==> config.mk <==
export PLATFORM = sky130hd
export DESIGN_NAME = mult_issue_ctrl_flat
export DESIGN_NICKNAME = d
export VERILOG_FILES = /design/src/rtl/mult_pkg.sv /design/src/rtl/mult_issue_ctrl_if.sv /design/src/rtl/mult_result_fifo.sv /design/src/rtl/mult_issue_ctrl.sv /design/src/flat_wrapper.sv
export SDC_FILE = /design/constraint.sdc
export NUM_CORES = 1
export LEC_CHECK = 0
export CORE_ASPECT_RATIO = 1.1
export CORE_MARGIN = 1.5
export CORE_UTILIZATION = 30
export DETAILED_ROUTE_END_ITERATION = 12
export MAX_ROUTING_LAYER = met4
export SETUP_SLACK_MARGIN = 0.02
export SYNTH_ARGS = -nofsm -noshare
export SYNTH_HDL_FRONTEND = slang
export SYNTH_HIERARCHICAL = 1
export SYNTH_SLANG_ARGS = --single-unit
==> constraint.sdc <==
create_clock -name clk -period 14.35 [get_ports clk]
set_clock_uncertainty 0.1 [all_clocks]
set_input_delay 3.5875 -clock clk [delete_from_list [all_inputs] [get_ports clk]]
set_output_delay 3.5875 -clock clk [all_outputs]
set_load 0.03 [all_outputs]
==> src/rtl/mult_pkg.sv <==
// Shared types and constants for the compressor multiplier slice.
// Phase encoding mirrors the core's internal half-select toggle.
package mult_pkg;

  localparam int MULT_W          = 64;
  localparam int PROD_W          = 2 * MULT_W;
  localparam int CAPTURE_LAT_DEF = 3;

  typedef enum logic {
    PH_HI = 1'b0,
    PH_LO = 1'b1
  } phase_e;

endpackage

==> src/rtl/mult_issue_ctrl_if.sv <==
// Operand and result streams between source, controller and consumer.
// master = source/consumer side, slave = controller side.
interface mult_issue_ctrl_if
  import mult_pkg::*;
#(
  parameter int IN_WIDTH  = MULT_W,
  parameter int TAG_WIDTH = 4
);

  logic                   in_valid;
  logic                   in_ready;
  logic [IN_WIDTH-1:0]    in_a;
  logic [IN_WIDTH-1:0]    in_b;
  logic [TAG_WIDTH-1:0]   in_tag;
  logic                   out_valid;
  logic                   out_ready;
  logic [2*IN_WIDTH-1:0]  out_data;
  logic [TAG_WIDTH-1:0]   out_tag;

  modport master (
    output in_valid, in_a, in_b, in_tag, out_ready,
    input  in_ready, out_valid, out_data, out_tag
  );

  modport slave (
    input  in_valid, in_a, in_b, in_tag, out_ready,
    output in_ready, out_valid, out_data, out_tag
  );

endinterface

==> src/rtl/mult_result_fifo.sv <==
// Small synchronous result FIFO with occupancy count.
// Head entry is read combinationally from storage.
module mult_result_fifo #(
  parameter int WIDTH = 8,
  parameter int DEPTH = 2
) (
  input  logic                         clk,
  input  logic                         rst,
  input  logic                         push,
  input  logic [WIDTH-1:0]             wdata,
  input  logic                         pop,
  output logic [WIDTH-1:0]             rdata,
  output logic [$clog2(DEPTH+1)-1:0]   count,
  output logic                         empty
);

  localparam int CW = $clog2(DEPTH + 1);
  localparam int AW = (DEPTH > 1) ? $clog2(DEPTH) : 1;
  localparam logic [AW-1:0] LAST = AW'(DEPTH - 1);

  logic [WIDTH-1:0] mem [DEPTH];
  logic [AW-1:0]    wp;
  logic [AW-1:0]    rp;
  logic             full;

  function automatic logic [AW-1:0] nxt(input logic [AW-1:0] p);
    return (p == LAST) ? '0 : p + 1'b1;
  endfunction

  assign empty = (count == '0);
  assign full  = (count == CW'(DEPTH));
  assign rdata = mem[rp];

  always_ff @(posedge clk or negedge rst) begin
    if (!rst) begin
      wp    <= '0;
      rp    <= '0;
      count <= '0;
    end else begin
      if (push) wp <= nxt(wp);
      if (pop)  rp <= nxt(rp);
      unique case ({push, pop})
        2'b10:   count <= count + 1'b1;
        2'b01:   count <= count - 1'b1;
        default: ;
      endcase
    end
  end

  always_ff @(posedge clk) begin
    if (push) mem[wp] <= wdata;
  end

  // Upstream credit accounting must never let a push land on a full queue.
  a_no_overflow: assert property (
    @(posedge clk) disable iff (!rst) !(push && full)
  );

endmodule

==> src/rtl/mult_issue_ctrl.sv <==
// Operand issue / product capture controller for the two-phase
// 64x64 compressor multiplier core.
module mult_issue_ctrl
  import mult_pkg::*;
#(
  parameter int IN_WIDTH    = MULT_W,
  parameter int TAG_WIDTH   = 4,
  parameter int CAPTURE_LAT = CAPTURE_LAT_DEF,
  parameter int FIFO_DEPTH  = 2
) (
  input  logic                  clk,
  input  logic                  rst,
  mult_issue_ctrl_if.slave      bus,
  output logic                  core_rst,
  output logic [IN_WIDTH-1:0]   core_in0,
  output logic [IN_WIDTH-1:0]   core_in1,
  input  logic [2*IN_WIDTH-1:0] core_outp,
  output logic                  busy
);

  localparam int CW = $clog2(FIFO_DEPTH + 1);
  localparam int PW = 2 * IN_WIDTH;
  localparam int FW = PW + TAG_WIDTH;

  phase_e                 phase;
  logic [CW-1:0]          inflight;
  logic [CW-1:0]          fifo_count;
  logic [CAPTURE_LAT-1:0] pipe_v;
  logic [TAG_WIDTH-1:0]   pipe_tag [CAPTURE_LAT];
  logic [CW:0]            used;
  logic                   ready;
  logic                   accept;
  logic                   push;
  logic                   pop;
  logic                   fifo_empty;
  logic [FW-1:0]          head;

  // Credits cover both queued results and ops still in the capture pipe.
  assign used   = {1'b0, fifo_count} + {1'b0, inflight};
  assign ready  = !core_rst && (phase == PH_LO)
                && (used < (CW+1)'(FIFO_DEPTH));
  assign accept = bus.in_valid && ready;
  assign push   = pipe_v[CAPTURE_LAT-1];
  assign pop    = !fifo_empty && bus.out_ready;

  always_ff @(posedge clk or negedge rst) begin
    if (!rst) begin
      core_rst <= 1'b1;
      phase    <= PH_LO;
      core_in0 <= '0;
      core_in1 <= '0;
      inflight <= '0;
      pipe_v   <= '0;
      for (int i = 0; i < CAPTURE_LAT; i++) pipe_tag[i] <= '0;
    end else begin
      core_rst <= 1'b0;
      if (core_rst)            phase <= PH_HI;
      else if (phase == PH_LO) phase <= PH_HI;
      else                     phase <= PH_LO;
      if (accept) begin
        core_in0 <= bus.in_a;
        core_in1 <= bus.in_b;
      end
      pipe_v[0]   <= accept;
      pipe_tag[0] <= bus.in_tag;
      for (int i = 1; i < CAPTURE_LAT; i++) begin
        pipe_v[i]   <= pipe_v[i-1];
        pipe_tag[i] <= pipe_tag[i-1];
      end
      unique case ({accept, push})
        2'b10:   inflight <= inflight + 1'b1;
        2'b01:   inflight <= inflight - 1'b1;
        default: ;
      endcase
    end
  end

  mult_result_fifo #(
    .WIDTH (FW),
    .DEPTH (FIFO_DEPTH)
  ) u_fifo (
    .clk   (clk),
    .rst   (rst),
    .push  (push),
    .wdata ({core_outp, pipe_tag[CAPTURE_LAT-1]}),
    .pop   (pop),
    .rdata (head),
    .count (fifo_count),
    .empty (fifo_empty)
  );

  assign bus.in_ready  = ready;
  assign bus.out_valid = !fifo_empty;
  assign bus.out_data  = fifo_empty ? '0 : head[FW-1:TAG_WIDTH];
  assign bus.out_tag   = fifo_empty ? '0 : head[TAG_WIDTH-1:0];
  assign busy          = (inflight != '0) || !fifo_empty;

endmodule

==> src/flat_wrapper.sv <==
// flat-port wrapper written by rule: the top's interface ports become plain ports
module mult_issue_ctrl_flat import mult_pkg::*;
#(
  parameter int IN_WIDTH    = MULT_W,
  parameter int TAG_WIDTH   = 4,
  parameter int CAPTURE_LAT = CAPTURE_LAT_DEF,
  parameter int FIFO_DEPTH  = 2
)
  (clk, rst, core_rst, core_in0, core_in1, core_outp, busy, bus_in_valid, bus_in_a, bus_in_b, bus_in_tag, bus_out_ready, bus_in_ready, bus_out_valid, bus_out_data, bus_out_tag);
  mult_issue_ctrl_if #(.IN_WIDTH(IN_WIDTH), .TAG_WIDTH(TAG_WIDTH)) bus_i ();
  input  logic clk;
  input  logic rst;
  output logic core_rst;
  output logic [IN_WIDTH-1:0] core_in0;
  output logic [IN_WIDTH-1:0] core_in1;
  input  logic [2*IN_WIDTH-1:0] core_outp;
  output logic busy;
  input wire logic [$bits(bus_i.in_valid)-1:0] bus_in_valid;
  input wire logic [$bits(bus_i.in_a)-1:0] bus_in_a;
  input wire logic [$bits(bus_i.in_b)-1:0] bus_in_b;
  input wire logic [$bits(bus_i.in_tag)-1:0] bus_in_tag;
  input wire logic [$bits(bus_i.out_ready)-1:0] bus_out_ready;
  output wire logic [$bits(bus_i.in_ready)-1:0] bus_in_ready;
  output wire logic [$bits(bus_i.out_valid)-1:0] bus_out_valid;
  output wire logic [$bits(bus_i.out_data)-1:0] bus_out_data;
  output wire logic [$bits(bus_i.out_tag)-1:0] bus_out_tag;
  assign bus_i.in_valid = bus_in_valid;
  assign bus_i.in_a = bus_in_a;
  assign bus_i.in_b = bus_in_b;
  assign bus_i.in_tag = bus_in_tag;
  assign bus_i.out_ready = bus_out_ready;
  assign bus_in_ready = bus_i.in_ready;
  assign bus_out_valid = bus_i.out_valid;
  assign bus_out_data = bus_i.out_data;
  assign bus_out_tag = bus_i.out_tag;
  mult_issue_ctrl #(.IN_WIDTH(IN_WIDTH), .TAG_WIDTH(TAG_WIDTH), .CAPTURE_LAT(CAPTURE_LAT), .FIFO_DEPTH(FIFO_DEPTH)) u_core (.clk(clk), .rst(rst), .bus(bus_i), .core_rst(core_rst), .core_in0(core_in0), .core_in1(core_in1), .core_outp(core_outp), .busy(busy));
endmodule
# Word level (Yosys, flattened, before mapping)
# Memories as Yosys holds them, arrays and structs flattened.
# Cells that the tools add are included.
op_classes:
  n_reduce_logical: 11
  shifts: 0
  mul: 0
  n_div: 0
  n_eq_ne: 4
  muxes: 10
  n_bitwise: 0
  n_lt_le_gt_ge: 1
  n_addsub: 7
ops:
  columns: ["cell", "count"]
  rows:
  - ["2-to-1 mux 128 bit", 1]
  - ["case mux 2 bit (2 select lines)", 2]
  - ["2-to-1 mux 1 bit", 6]
  - ["nonzero test 2 bit", 3]
  - ["adder 2 x 1 -> 2 bit (second input constant)", 2]
  - ["== test 2 x 1 -> 1 bit (second input constant)", 2]
  - ["== test 2 bit (second input constant)", 2]
  - ["logical AND 1 bit", 4]
  - ["2-to-1 mux 4 bit", 1]
  - ["subtractor 2 x 1 -> 2 bit (second input constant)", 2]
  - ["adder 2 x 2 -> 3 bit", 1]
  - ["less-than comparator 3 x 2 -> 1 bit (second input constant)", 1]
  - ["adder 1 bit (second input constant)", 2]
  - ["logical NOT 1 bit", 2]
  - ["logical NOT 2 bit", 1]
  - ["logical OR 1 bit", 1]
totals:
  mem_count: 1
  latchBits: 0
  ff_bits: 151
  mem_bits_rw: 264
  mem_bits_ro: 0
mem_list:
  columns: ["name", "words", "width", "rd", "rd_ports_with_merged_regs", "wr", "line_no", "text"]
  rows:
  - ["u_core.u_fifo.mem", 2, 132, 1, 0, 1, "mult_result_fifo.sv:21", "logic [WIDTH-1:0] mem [DEPTH];"]

# Longest topological paths before layout
# Gate-level depths: netlist of run 1.
depth:
  depth_word: 6
  depth_mapped: 9
  depth_no_buf: 8

# By module
# The synthesis of run 1 kept the hierarchy.
modules_own_cells:
  columns: ["module", "n_inst", "seq_area_each_um2", "cells_per_inst", "area_each_um2"]
  rows:
  - ["mult_result_fifo", 1, 8027.7, 426, 9985.8]
  - ["mult_issue_ctrl", 1, 3681.0, 450, 6638.9]

# Worst setup path after synthesis of run 1
# No wires, ideal clock.
synth_timing:
  path_kind: "register -> register"
  start: "register u_core.pipe_v[2]"
  end: "memory u_core/u_fifo/mem[0][0] in the netlist's numbering (enable)"
  path_stages_with_launch: 3
  setup_slack_ps: 7679
  period_less_slack_ps: 6671
  setup_time_ps: 626
  arrival_ps: 5945
  cell_sequence: "dfrtp_1 > inv_1 > nor2_1"
synth_between:
  elab_chain_cells: 2
synth_rtl:
  columns: ["item", "line_no", "text"]
  rows:
  - ["start, declared", "mult_issue_ctrl.sv:28", "logic [CAPTURE_LAT-1:0] pipe_v;"]
  - ["start signal, assigned by index", "mult_issue_ctrl.sv:67", "pipe_v[i] <= pipe_v[i-1];"]
  - ["2-to-1 mux 1 bit", "mult_result_fifo.sv:51", "if (push) mem[wp] <= wdata;"]
  - ["2-to-1 mux 1 bit (not written as such)", "mult_result_fifo.sv:51", null]
  - ["end, declared", "mult_result_fifo.sv:21", null]
# Every way passes these cells.

# Worst setup path in the final report of run 1
layout_timing:
  start: "register u_core.u_fifo.count[0]"
  end: "output bus_out_data[102]"
layout_between:
  elab_chain_cells: 2
layout_rtl:
  columns: ["item", "line_no", "text"]
  rows:
  - ["start, declared", "mult_result_fifo.sv:13", "output logic [$clog2(DEPTH+1)-1:0] count,"]
  - ["start signal, assigned", "mult_result_fifo.sv:43", "2'b10: count <= count + 1'b1;"]
  - ["start signal, assigned", "mult_result_fifo.sv:44", "2'b01: count <= count - 1'b1;"]
  - ["logical NOT 2 bit", "mult_result_fifo.sv:30", "assign empty = (count == '0);"]
  - ["net u_core.fifo_empty", "mult_issue_ctrl.sv:35", "logic fifo_empty;"]
  - ["2-to-1 mux 128 bit", "mult_issue_ctrl.sv:94", "assign bus.out_data = fifo_empty ? '0 : head[FW-1:TAG_WIDTH];"]
  - ["end, declared", "flat_wrapper.sv:25", "output wire logic [$bits(bus_i.out_data)-1:0] bus_out_data;"]
# The timed path passes the listed nets, and every way through them passes these cells.

==> out/metrics.csv, run 1 <==
stage,metric,value,unit
outcome,status,finished clean,
clock_network,Post-CTS Hold Fix Bufs,0,
setup_path,crit path kind,register to primary output,
setup_path,crit-path max FO,78,
routing,Total Routed Length,43500,um
global_route,initial antenna violation count,8,
synth,leading area contributor after synthesis,edfxtp_1,
worst_hold_path,worst hold path type,register to register,
clock_network,Longest Clk Path Bufs,3,
global_route,grt ovf,0,
routing,DRC,0,
floorplan,IO Pins,528,
floorplan,Initial Util,30.3,%
routing,first-pass iteration count of the detailed router,4,
routing,DRT iter0 DRCs,279,
sta,Achievable Freq,0.139,GHz
setup_path,crit-path max cell delay,780,ps
global_route,All-Layer GR Usage,15.3,%
synth,Synth top area share,47.7,%
cells_and_area,register area,11700,um^2
floorplan,# rows,90,
synth,count of cell types in the netlist,20,
power_and_ir_drop,P_leak,9.32,nW
sta,Tcrit/Tclk final,50.2,%
cells_and_area,Fillers,4918,
global_route,first-pass GRT wire length,62400,um
clock_network,Clock transition at path regs,60,ps
setup_path,Crit. End Element,primary output,
placed_design,placer's final routability congestion estimate,0.742,
setup_path,WP data required,10660,ps
setup_path,Bufs and invs on worst path,3,
clock_network,worst-skew pair later-pin latency,550,ps
clock_network,CTS root buffer,clkbuf_16,
sta,hold_ws,246,ps
cells_and_area,Area Overhead vs Synth,44.5,%
synth,post-synthesis average cell area,19.0,um^2
synth,Mapped Cells,876,
placed_design,PortBufs,527,
floorplan,Chip Width,227,um
synth,"FF+latch count, synth",415,
routing,Routed wire per std cell,19.9,um
routing,vias per inst,4.24,
sta,post-route minimum period,7200,ps
synth,Syn Nets,1143,
floorplan,Vert. Die Dim,250,um
sta,unrepaired setup endpoints after global routing,false,
power_and_ir_drop,Pwr Total,5.23,mW
sta,Pins Over Slew Limit,0,
synth,Mapped Area,16600,um^2
routing,Vias,9283,
setup_path,critical-path cell list,nor2_4 -> buf_4 -> buf_4 -> nor2b_1 -> clkdlybuf4s50_1,
synth,yosys warns,6,
setup_path,"Top cell by count, worst path",buf_4,
clock_network,CTS HTree Levels,2,
floorplan,core area,54800,um^2
setup_path,crit path DAT,3510,ps
setup_path,"CP delay by family, top",buffers and inverters,
sta,worst-margin pin slew,1130,ps
global_route,vias in the first global route,10100,
clock_network,clock sink count,415,
floorplan,DIE AREA,56800,um^2
clock_network,CTS tree,built,
sta,Max-Slew Margin vs Limit,24.7,%
synth,top post-synthesis cells by area,"edfxtp_1 48%, dfrtp_1 22%, mux2_4 15%",
sta,Final Hold Viols,0,
power_and_ir_drop,pwr dens,218,nW/um^2
sta,setup tns final,0,ps
setup_path,CP Launch Type,register,
setup_path,Worst R2R Setup Slack,10090,ps
global_route,largest net degree at the start of global routing,84,
placed_design,hpwl dp,30500,um
synth,register area share after synthesis,70.4,%
cells_and_area,ratio of cells with drive above 1 in the final layout,23.6,%
job,max cap viols,0,
cells_and_area,area taken by multi-input logic gates,4610,um^2
sta,endpoints failing setup,0,
power_and_ir_drop,Max VDD drop,0.128,mV
clock_network,post-CTS setup buffer count,0,
clock_network,post-cts resize count,0,
clock_network,Num CTS Buffers,47,
cells_and_area,Final #Nets,1686,
setup_path,CP max stage cell,buf_4,
routing,Routed Antenna Nets,0,
==> final cells by class <==
| class | instances | share of cell area [%] |
|---|---|---|
| sequential | 415 | 48.7 |
| clock inverter | 16 | 0.573 |
| inverter | 3 | 0.0469 |
| timing repair buffer | 537 | 22.3 |
| clock buffer | 61 | 5.29 |
| tap | 736 | 3.83 |
| multi-input combinational | 415 | 19.2 |
| antenna | 7 | 0.0729 |
==> worst paths after layout <==
path | start | end | cells after the start
max | u_core/u_fifo/count[0]$_DFFE_PN0P_ | bus_out_data[102] | 5
min | u_core/pipe_tag[6]$_DFF_PN0_ | u_core/pipe_tag[2]$_DFF_PN0_ | 0
max reg2reg | u_core/u_fifo/count[0]$_DFFE_PN0P_ | u_core/inflight[1]$_DFFE_PN0P_ | 9
min reg2reg | u_core/pipe_tag[6]$_DFF_PN0_ | u_core/pipe_tag[2]$_DFF_PN0_ | 0
max in group asynchronous | rst | u_core/core_in0[51]$_DFFE_PN0P_ | 2
min in group asynchronous | rst | u_core/core_in0[34]$_DFFE_PN0P_ | 1
==> layer usage <==
layer	vias up	routed length, um	global-route usage (%)
li1	4266	-	-
met1	4533	15800	15.9
met2	408	21800	25.9
met3	76	4550	6.28
met4	0	1390	5.13
met5	-	0	-
==> synth_stat cells <==
cell and count:
ha_1 2, nand2_1 1, inv_1 3, clkbuf_1 14, nor4b_4 1, and2_1 2, dfrtp_1 149, dfstp_2 2
mux2_2 90, conb_1 1, xnor2_1 4, buf_6 20, or3_1 1, nor2_1 5, mux2_4 170, xor2_1 4
fa_1 1, edfxtp_1 264, buf_2 9, nor2b_1 133
==> metrics by stage <==
step / setup WS, ps / util [%] / instances / area (um^2)
4_1_cts: 6990 / 43.8 / 2183 / 24000
3_3_place_gp: 7340 / 41.2 / 2106 / 22600
3_5_place_dp: 7340 / 41.2 / 2106 / 22600
2_1_floorplan: 7680 / - / 876 / 16600
6_report: 7150 / 43.8 / 2190 / 24000
5_1_grt: 6850 / 43.8 / 2190 / 24000
==> kinds of logic after synthesis <==
family	share of synthesized area [%]
adder cells (fa/ha/maj)	0.271
XOR/XNOR	0.421
buffers and inverters	2.01
AND/OR/NAND/NOR	5.40
flip-flops	70.4
other	0.0226
multiplexers	21.4
==> flip-flops by register name, indices dropped and copies added (netlist names), 2 cells and up <==
register and count:
u_core/core_in0 64, u_core/u_fifo/mem 264, u_core/inflight 2, u_core/core_in1 64, u_core/u_fifo/count 2, u_core/pipe_v 3, u_core/pipe_tag 12
==> layout by cell type (no fill, tap or decap) <==
| master | synthesis | layout |
|---|---|---|
| mux2_2 | 90 | 90 |
| buf_4 | 0 | 10 |
| dfrtp_4 | 0 | 1 |
| nor2_1 | 5 | 3 |
| dfrtp_1 | 149 | 148 |
| clkinv_4 | 0 | 1 |
| fa_1 | 1 | 1 |
| xor2_1 | 4 | 4 |
| or3_1 | 1 | 1 |
| inv_6 | 0 | 1 |
| xnor2_1 | 4 | 4 |
| clkinv_1 | 0 | 4 |
| nor2b_1 | 133 | 133 |
| diode_2 | 0 | 7 |
| buf_6 | 20 | 1 |
| nor2_4 | 0 | 2 |
| and2_1 | 2 | 1 |
| clkbuf_8 | 0 | 2 |
| nand2_4 | 0 | 1 |
| ha_1 | 2 | 2 |
| edfxtp_1 | 264 | 264 |
| and2_4 | 0 | 1 |
| clkdlybuf4s50_1 | 0 | 526 |
| dfstp_2 | 2 | 2 |
| clkinvlp_4 | 0 | 2 |
| clkbuf_1 | 14 | 11 |
| conb_1 | 1 | 1 |
| inv_1 | 3 | 3 |
| mux2_4 | 170 | 170 |
| clkbuf_16 | 0 | 48 |
| bufinv_16 | 0 | 2 |
| clkinv_2 | 0 | 6 |
| nor4b_4 | 1 | 1 |
==> power by group <==
group | internal [mW] | total (mW) | switching, mW
logic | 1.15 | 2.46 | 1.31
clock network | 0.654 | 1.12 | 0.461
registers | 1.51 | 1.66 | 0.148
(Power assumes the default switching activity.)
==> inputs of run 2 (changes only) <==
==> constraint.sdc (replaced) <==
create_clock -name clk -period 6.9 [get_ports clk]
set_clock_uncertainty 0.1 [all_clocks]
set_input_delay 1.725 -clock clk [delete_from_list [all_inputs] [get_ports clk]]
set_output_delay 1.725 -clock clk [all_outputs]
set_load 0.03 [all_outputs]
==> run 2 against run 1 <==
Global-route usage rose by 0.28 points; largest cell class unchanged; highest routed layer unchanged; final area rose by 0.99%; sequential cell count stayed put; via count is 0.41% lower; combinational power up 110%; worst setup slack lost 5300 ps; largest power group unchanged; critical path type unchanged.
==> out/metrics.csv, run 2 (synthesis results as in run 1) <==
stage,metric,value,unit
outcome,status,finished clean,
setup_path,CP Launch Type,register,
cells_and_area,Reg with most FFs,u_core/u_fifo/mem,
clock_network,Longest Clk Path Bufs,3,
routing,Vias,9245,
worst_hold_path,worst hold path type,register to register,
setup_path,Bufs and invs on worst path,2,
worst_hold_path,instance count along the most critical hold path,0,
setup_path,"CP delay by family, top",buffers and inverters,
setup_path,critical-path cell list,buf_4 -> mux2_2 -> nor2b_1 -> clkdlybuf4s50_1,
sta,worst-margin pin slew,1160,ps
clock_network,post-CTS setup buffer count,0,
job,max cap viols,0,
routing,Routed wire per std cell,20.0,um
cells_and_area,ratio of cells with drive above 1 in the final layout,24.3,%
sta,setup tns final,0,ps
clock_network,CTS root buffer,clkbuf_16,
setup_path,R2R cell count,6,
clock_network,Num CTS Buffers,46,
clock_network,CTS HTree Levels,2,
global_route,first-pass GRT wire length,63300,um
cells_and_area,Final #Nets,1686,
sta,hold_ws,250,ps
global_route,largest net degree at the start of global routing,104,
setup_path,Crit. End Element,primary output,
routing,vias per inst,4.21,
cells_and_area,Regs by FF count,"u_core/u_fifo/mem x264, u_core/core_in0 x64, u_core/core_in1 x64",
setup_path,crit-path max cell delay,1010,ps
global_route,All-Layer GR Usage,15.6,%
setup_path,crit-path max FO,46,
setup_path,crit path DAT,3210,ps
floorplan,Chip Width,227,um
setup_path,worst r2r dst,u_core/core_in1[1]$_DFFE_PN0P_,
routing,DRC,0,
setup_path,Worst R2R Setup Slack,3270,ps
sta,unrepaired setup endpoints after global routing,false,
floorplan,Initial Util,30.3,%
worst_hold_path,HP Start,u_core/pipe_tag[5]$_DFF_PN0_,
floorplan,core area,54800,um^2
placed_design,placer's final routability congestion estimate,0.745,
cells_and_area,max reg flops,264,
sta,post-route minimum period,5040,ps
placed_design,PortBufs,527,
sta,Final Hold Viols,0,
placed_design,hpwl dp,31100,um
sta,Pins Over Slew Limit,0,
sta,endpoints failing setup,0,
global_route,initial antenna violation count,7,
sta,Max-Slew Margin vs Limit,22.9,%
setup_path,crit path kind,register to primary output,
power_and_ir_drop,pwr dens,460,nW/um^2
clock_network,CTS tree,built,
clock_network,Post-CTS Hold Fix Bufs,0,
routing,DRT iter0 DRCs,328,
cells_and_area,Area Overhead vs Synth,46.0,%
floorplan,IO Pins,528,
floorplan,DIE AREA,56800,um^2
sta,Achievable Freq,0.198,GHz
global_route,vias in the first global route,9990,
setup_path,CP max stage cell,dfrtp_4,
worst_hold_path,hold endpoint,u_core/pipe_tag[1]$_DFF_PN0_,
floorplan,# rows,90,
routing,Routed Antenna Nets,0,
setup_path,Worst R2R Start,u_core/u_fifo/count[0]$_DFFE_PN0P_,
sta,Tcrit/Tclk final,73.0,%
clock_network,clock sink count,415,
clock_network,post-cts resize count,0,
routing,first-pass iteration count of the detailed router,4,
cells_and_area,Final Core Density,44.2,%
cells_and_area,"commonest non-fill, non-tap cell in the layout",clkdlybuf4s50_1,
cells_and_area,"commonest cells after routing, fill and taps aside","526 x clkdlybuf4s50_1, 264 x edfxtp_1, 170 x mux2_4",
floorplan,Vert. Die Dim,250,um
routing,Total Routed Length,43900,um
power_and_ir_drop,P_leak,9.43,nW
power_and_ir_drop,Max VDD drop,0.306,mV
setup_path,cell count along the critical path,4,
clock_network,Clock transition at path regs,60,ps
global_route,grt ovf,0,
setup_path,WP data required,5080,ps
clock_network,worst-skew pair later-pin latency,550,ps
run 2: through the flow:
step	power (mW)	setup slack, ps	cells	area, um^2
after floorplan	6.58	229	876	16600
after global placement	8.65	2400	2107	22600
after detailed placement	8.67	2360	2107	22600
after CTS	11.4	1730	2191	24300
after global routing	11.7	1660	2197	24300
final	11.2	1860	2197	24300
run 2: worst max-delay path by stage:
stage | from | endpoint
3_5_place_dp | u_core/u_fifo/rp$_DFFE_PN0P_ | bus_out_data[5]
5_1_grt | u_core/u_fifo/rp$_DFFE_PN0P_ | bus_out_data[0]
4_1_cts | u_core/u_fifo/rp$_DFFE_PN0P_ | bus_out_data[15]
2_1_floorplan | u_core/pipe_v[2]$_DFF_PN0_ | u_core/u_fifo/mem[0][0]$_DFFE_PP_
3_3_place_gp | u_core/u_fifo/rp$_DFFE_PN0P_ | bus_out_tag[1]
6_report | u_core/u_fifo/rp$_DFFE_PN0P_ | bus_out_data[15]
run 2: area by class of cell:
| cell class | instances | area (um^2) |
|---|---|---|
| Fill cell | 4901 | 30600 |
| Sequential cell | 415 | 11700 |
| Timing Repair Buffer | 538 | 5380 |
| Multi-Input combinational cell | 415 | 4610 |
| Clock buffer | 50 | 1190 |
| Tap cell | 736 | 921 |
| Clock inverter | 34 | 428 |
| Antenna cell | 6 | 15.0 |
| Inverter | 3 | 11.3 |
run 2: where the power goes:
part,leakage (nW),internal [mW],switching (mW),total (mW)
Combinational,4.43,2.41,2.66,5.07
Clock,0.785,1.62,0.989,2.61
Sequential,4.22,3.14,0.351,3.50
run 2: per-layer routing:
layer / track usage, % / routed length [um] / vias up / part of all wire [%]
met5: - / 0 / - / 0
met4: 5.18 / 1410 / 0 / 3.2
met3: 6.45 / 4440 / 69 / 10
met2: 25.6 / 21500 / 407 / 49
met1: 16.9 / 16600 / 4484 / 38
li1: - / - / 4285 / -
==> inputs of run 3 (changes only) <==
==> constraint.sdc (replaced) <==
create_clock -name clk -period 4.4 [get_ports clk]
set_clock_uncertainty 0.1 [all_clocks]
set_input_delay 1.1 -clock clk [delete_from_list [all_inputs] [get_ports clk]]
set_output_delay 1.1 -clock clk [all_outputs]
set_load 0.03 [all_outputs]
==> run 3 against run 2 <==
Non-clock buffer count rose by 12; sequential share of layout area barely moved; global-route usage fell by 0.53 points; combinational power rose by 58%; final cell count rose by 0.46%; largest cell class unchanged.
==> out/metrics.csv, run 3 (synthesis results as in run 1) <==
stage,metric,value,unit
outcome,status,finished clean,
setup_path,crit-path max FO,34,
cells_and_area,"commonest cells after routing, fill and taps aside","526 x clkdlybuf4s50_1, 264 x edfxtp_1, 170 x mux2_4",
job,max cap viols,0,
setup_path,crit path DAT,2940,ps
clock_network,post-CTS setup buffer count,0,
cells_and_area,Area Overhead vs Synth,45.8,%
power_and_ir_drop,Clk pwr share,21.3,%
sta,Final Hold Viols,0,
sta,unrepaired setup endpoints after global routing,false,
power_and_ir_drop,Pwr Total,17.1,mW
setup_path,R2R cell count,6,
sta,worst-margin pin slew,917,ps
power_and_ir_drop,Sw Ratio,36.3,%
power_and_ir_drop,P_leak,9.41,nW
routing,Total Routed Length,42600,um
cells_and_area,ratio of cells with drive above 1 in the final layout,24.2,%
global_route,first-pass GRT wire length,61600,um
setup_path,CP startpoint,u_core/u_fifo/rp$_DFFE_PN0P_,
routing,Vias,9315,
setup_path,Crit. End Element,primary output,
power_and_ir_drop,Reg power frac,32.0,%
global_route,largest net degree at the start of global routing,86,
global_route,vias in the first global route,10100,
placed_design,PortBufs,527,
power_and_ir_drop,combinational power share,46.8,%
floorplan,Vert. Die Dim,250,um
cells_and_area,Final #Nets,1697,
routing,Routed wire per std cell,19.3,um
sta,Achievable Freq,0.241,GHz
clock_network,post-cts resize count,0,
setup_path,CP Launch Type,register,
clock_network,Num CTS Buffers,45,
routing,DRC,0,
routing,DRT iter0 DRCs,303,
floorplan,core area,54800,um^2
routing,Routed Antenna Nets,0,
power_and_ir_drop,Max VDD drop,0.414,mV
sta,post-route minimum period,4140,ps
clock_network,CTS tree,built,
clock_network,Clock transition at path regs,60,ps
floorplan,Initial Util,30.3,%
setup_path,WP data required,3200,ps
cells_and_area,"commonest non-fill, non-tap cell in the layout",clkdlybuf4s50_1,
cells_and_area,Reg with most FFs,u_core/u_fifo/mem,
sta,setup tns final,0,ps
floorplan,IO Pins,528,
routing,vias per inst,4.22,
cells_and_area,max reg flops,264,
sta,Max-Slew Margin vs Limit,38.8,%
clock_network,Longest Clk Path Bufs,3,
worst_hold_path,worst hold path type,register to register,
sta,endpoints failing setup,0,
worst_hold_path,HP Start,u_core/pipe_tag[6]$_DFF_PN0_,
global_route,grt ovf,0,
global_route,initial antenna violation count,10,
floorplan,DIE AREA,56800,um^2
placed_design,placer's final routability congestion estimate,0.782,
routing,first-pass iteration count of the detailed router,4,
setup_path,crit path kind,register to primary output,
sta,Pins Over Slew Limit,0,
cells_and_area,Regs by FF count,"u_core/u_fifo/mem x264, u_core/core_in0 x64, u_core/core_in1 x64",
floorplan,Chip Width,227,um
clock_network,Post-CTS Hold Fix Bufs,0,
clock_network,CTS HTree Levels,2,
clock_network,CTS root buffer,clkbuf_16,
clock_network,clock sink count,415,
power_and_ir_drop,pwr dens,706,nW/um^2
cells_and_area,Fillers,4882,
placed_design,hpwl dp,31000,um
global_route,All-Layer GR Usage,15.0,%
power_and_ir_drop,sw power,6.21,mW
floorplan,# rows,90,
sta,hold_ws,247,ps
worst_hold_path,instance count along the most critical hold path,0,
sta,Tcrit/Tclk final,94.2,%
power_and_ir_drop,internal power,10.9,mW
setup_path,Worst R2R Start,u_core/u_fifo/count[0]$_DFFE_PN0P_,
clock_network,worst-skew pair later-pin latency,540,ps
run 3: final timing paths:
check                                                      end  slack, ps
worst max-delay path                         bus_out_data[105]        260
max in group asynchronous       u_core/core_in1[9]$_DFFE_PN0P_       2840
worst min register to register    u_core/pipe_tag[2]$_DFF_PN0_        250
worst max register to register  u_core/core_in0[5]$_DFFE_PN0P_       1340
worst min-delay path              u_core/pipe_tag[2]$_DFF_PN0_        250
min in group asynchronous       u_core/core_in1[2]$_DFFE_PN0P_        470
run 3: metal layers:
metal | wire length, um | up-vias | GRT usage [%]
met2 | 20600 | 409 | 24.5
met1 | 16300 | 4539 | 16.4
met5 | 0 | - | -
met4 | 1420 | 0 | 5.45
li1 | - | 4301 | -
met3 | 4370 | 66 | 6.23
run 3: stage by stage:
stage               area (um^2)  setup WS [ps]  util (%)  std cells
CTS                       24200            135      44.2       2197
global route              24200           99.2      44.2       2206
floorplan                 16600            347         -        876
global placement          22800            774      41.6       2119
finish                    24200            256      44.2       2207
detailed placement        22800            745      41.6       2119
run 3: final cells by class:
| class | instances | area [um^2] | area share (%) |
|---|---|---|---|
| flip-flops and latches | 415 | 11700 | 48.3 |
| repair buffers | 550 | 5550 | 22.9 |
| multi-input cells | 415 | 4610 | 19.0 |
| clock buffers | 55 | 1220 | 5.02 |
| well taps | 736 | 921 | 3.80 |
| clock inverters | 23 | 201 | 0.831 |
| diodes | 10 | 25.0 | 0.103 |
| inverters | 3 | 11.3 | 0.0464 |
run 3: power groups by stage:
stage | sequential, mW | clock (mW) | combinational [mW]
floorplan | 6.50 | 0 | 3.82
detailed placement | 5.53 | 0 | 8.11
finish | 5.47 | 3.64 | 8.00
global placement | 5.53 | 0 | 8.08
global route | 5.56 | 3.91 | 8.38
CTS | 5.49 | 3.77 | 8.12
run 3: worst max-delay path, stage by stage (launching register included):
cell and delay [ps]:
dfrtp_4 870, buf_4 420, mux2_2 370, nor2b_1 140, clkdlybuf4s50_1 590
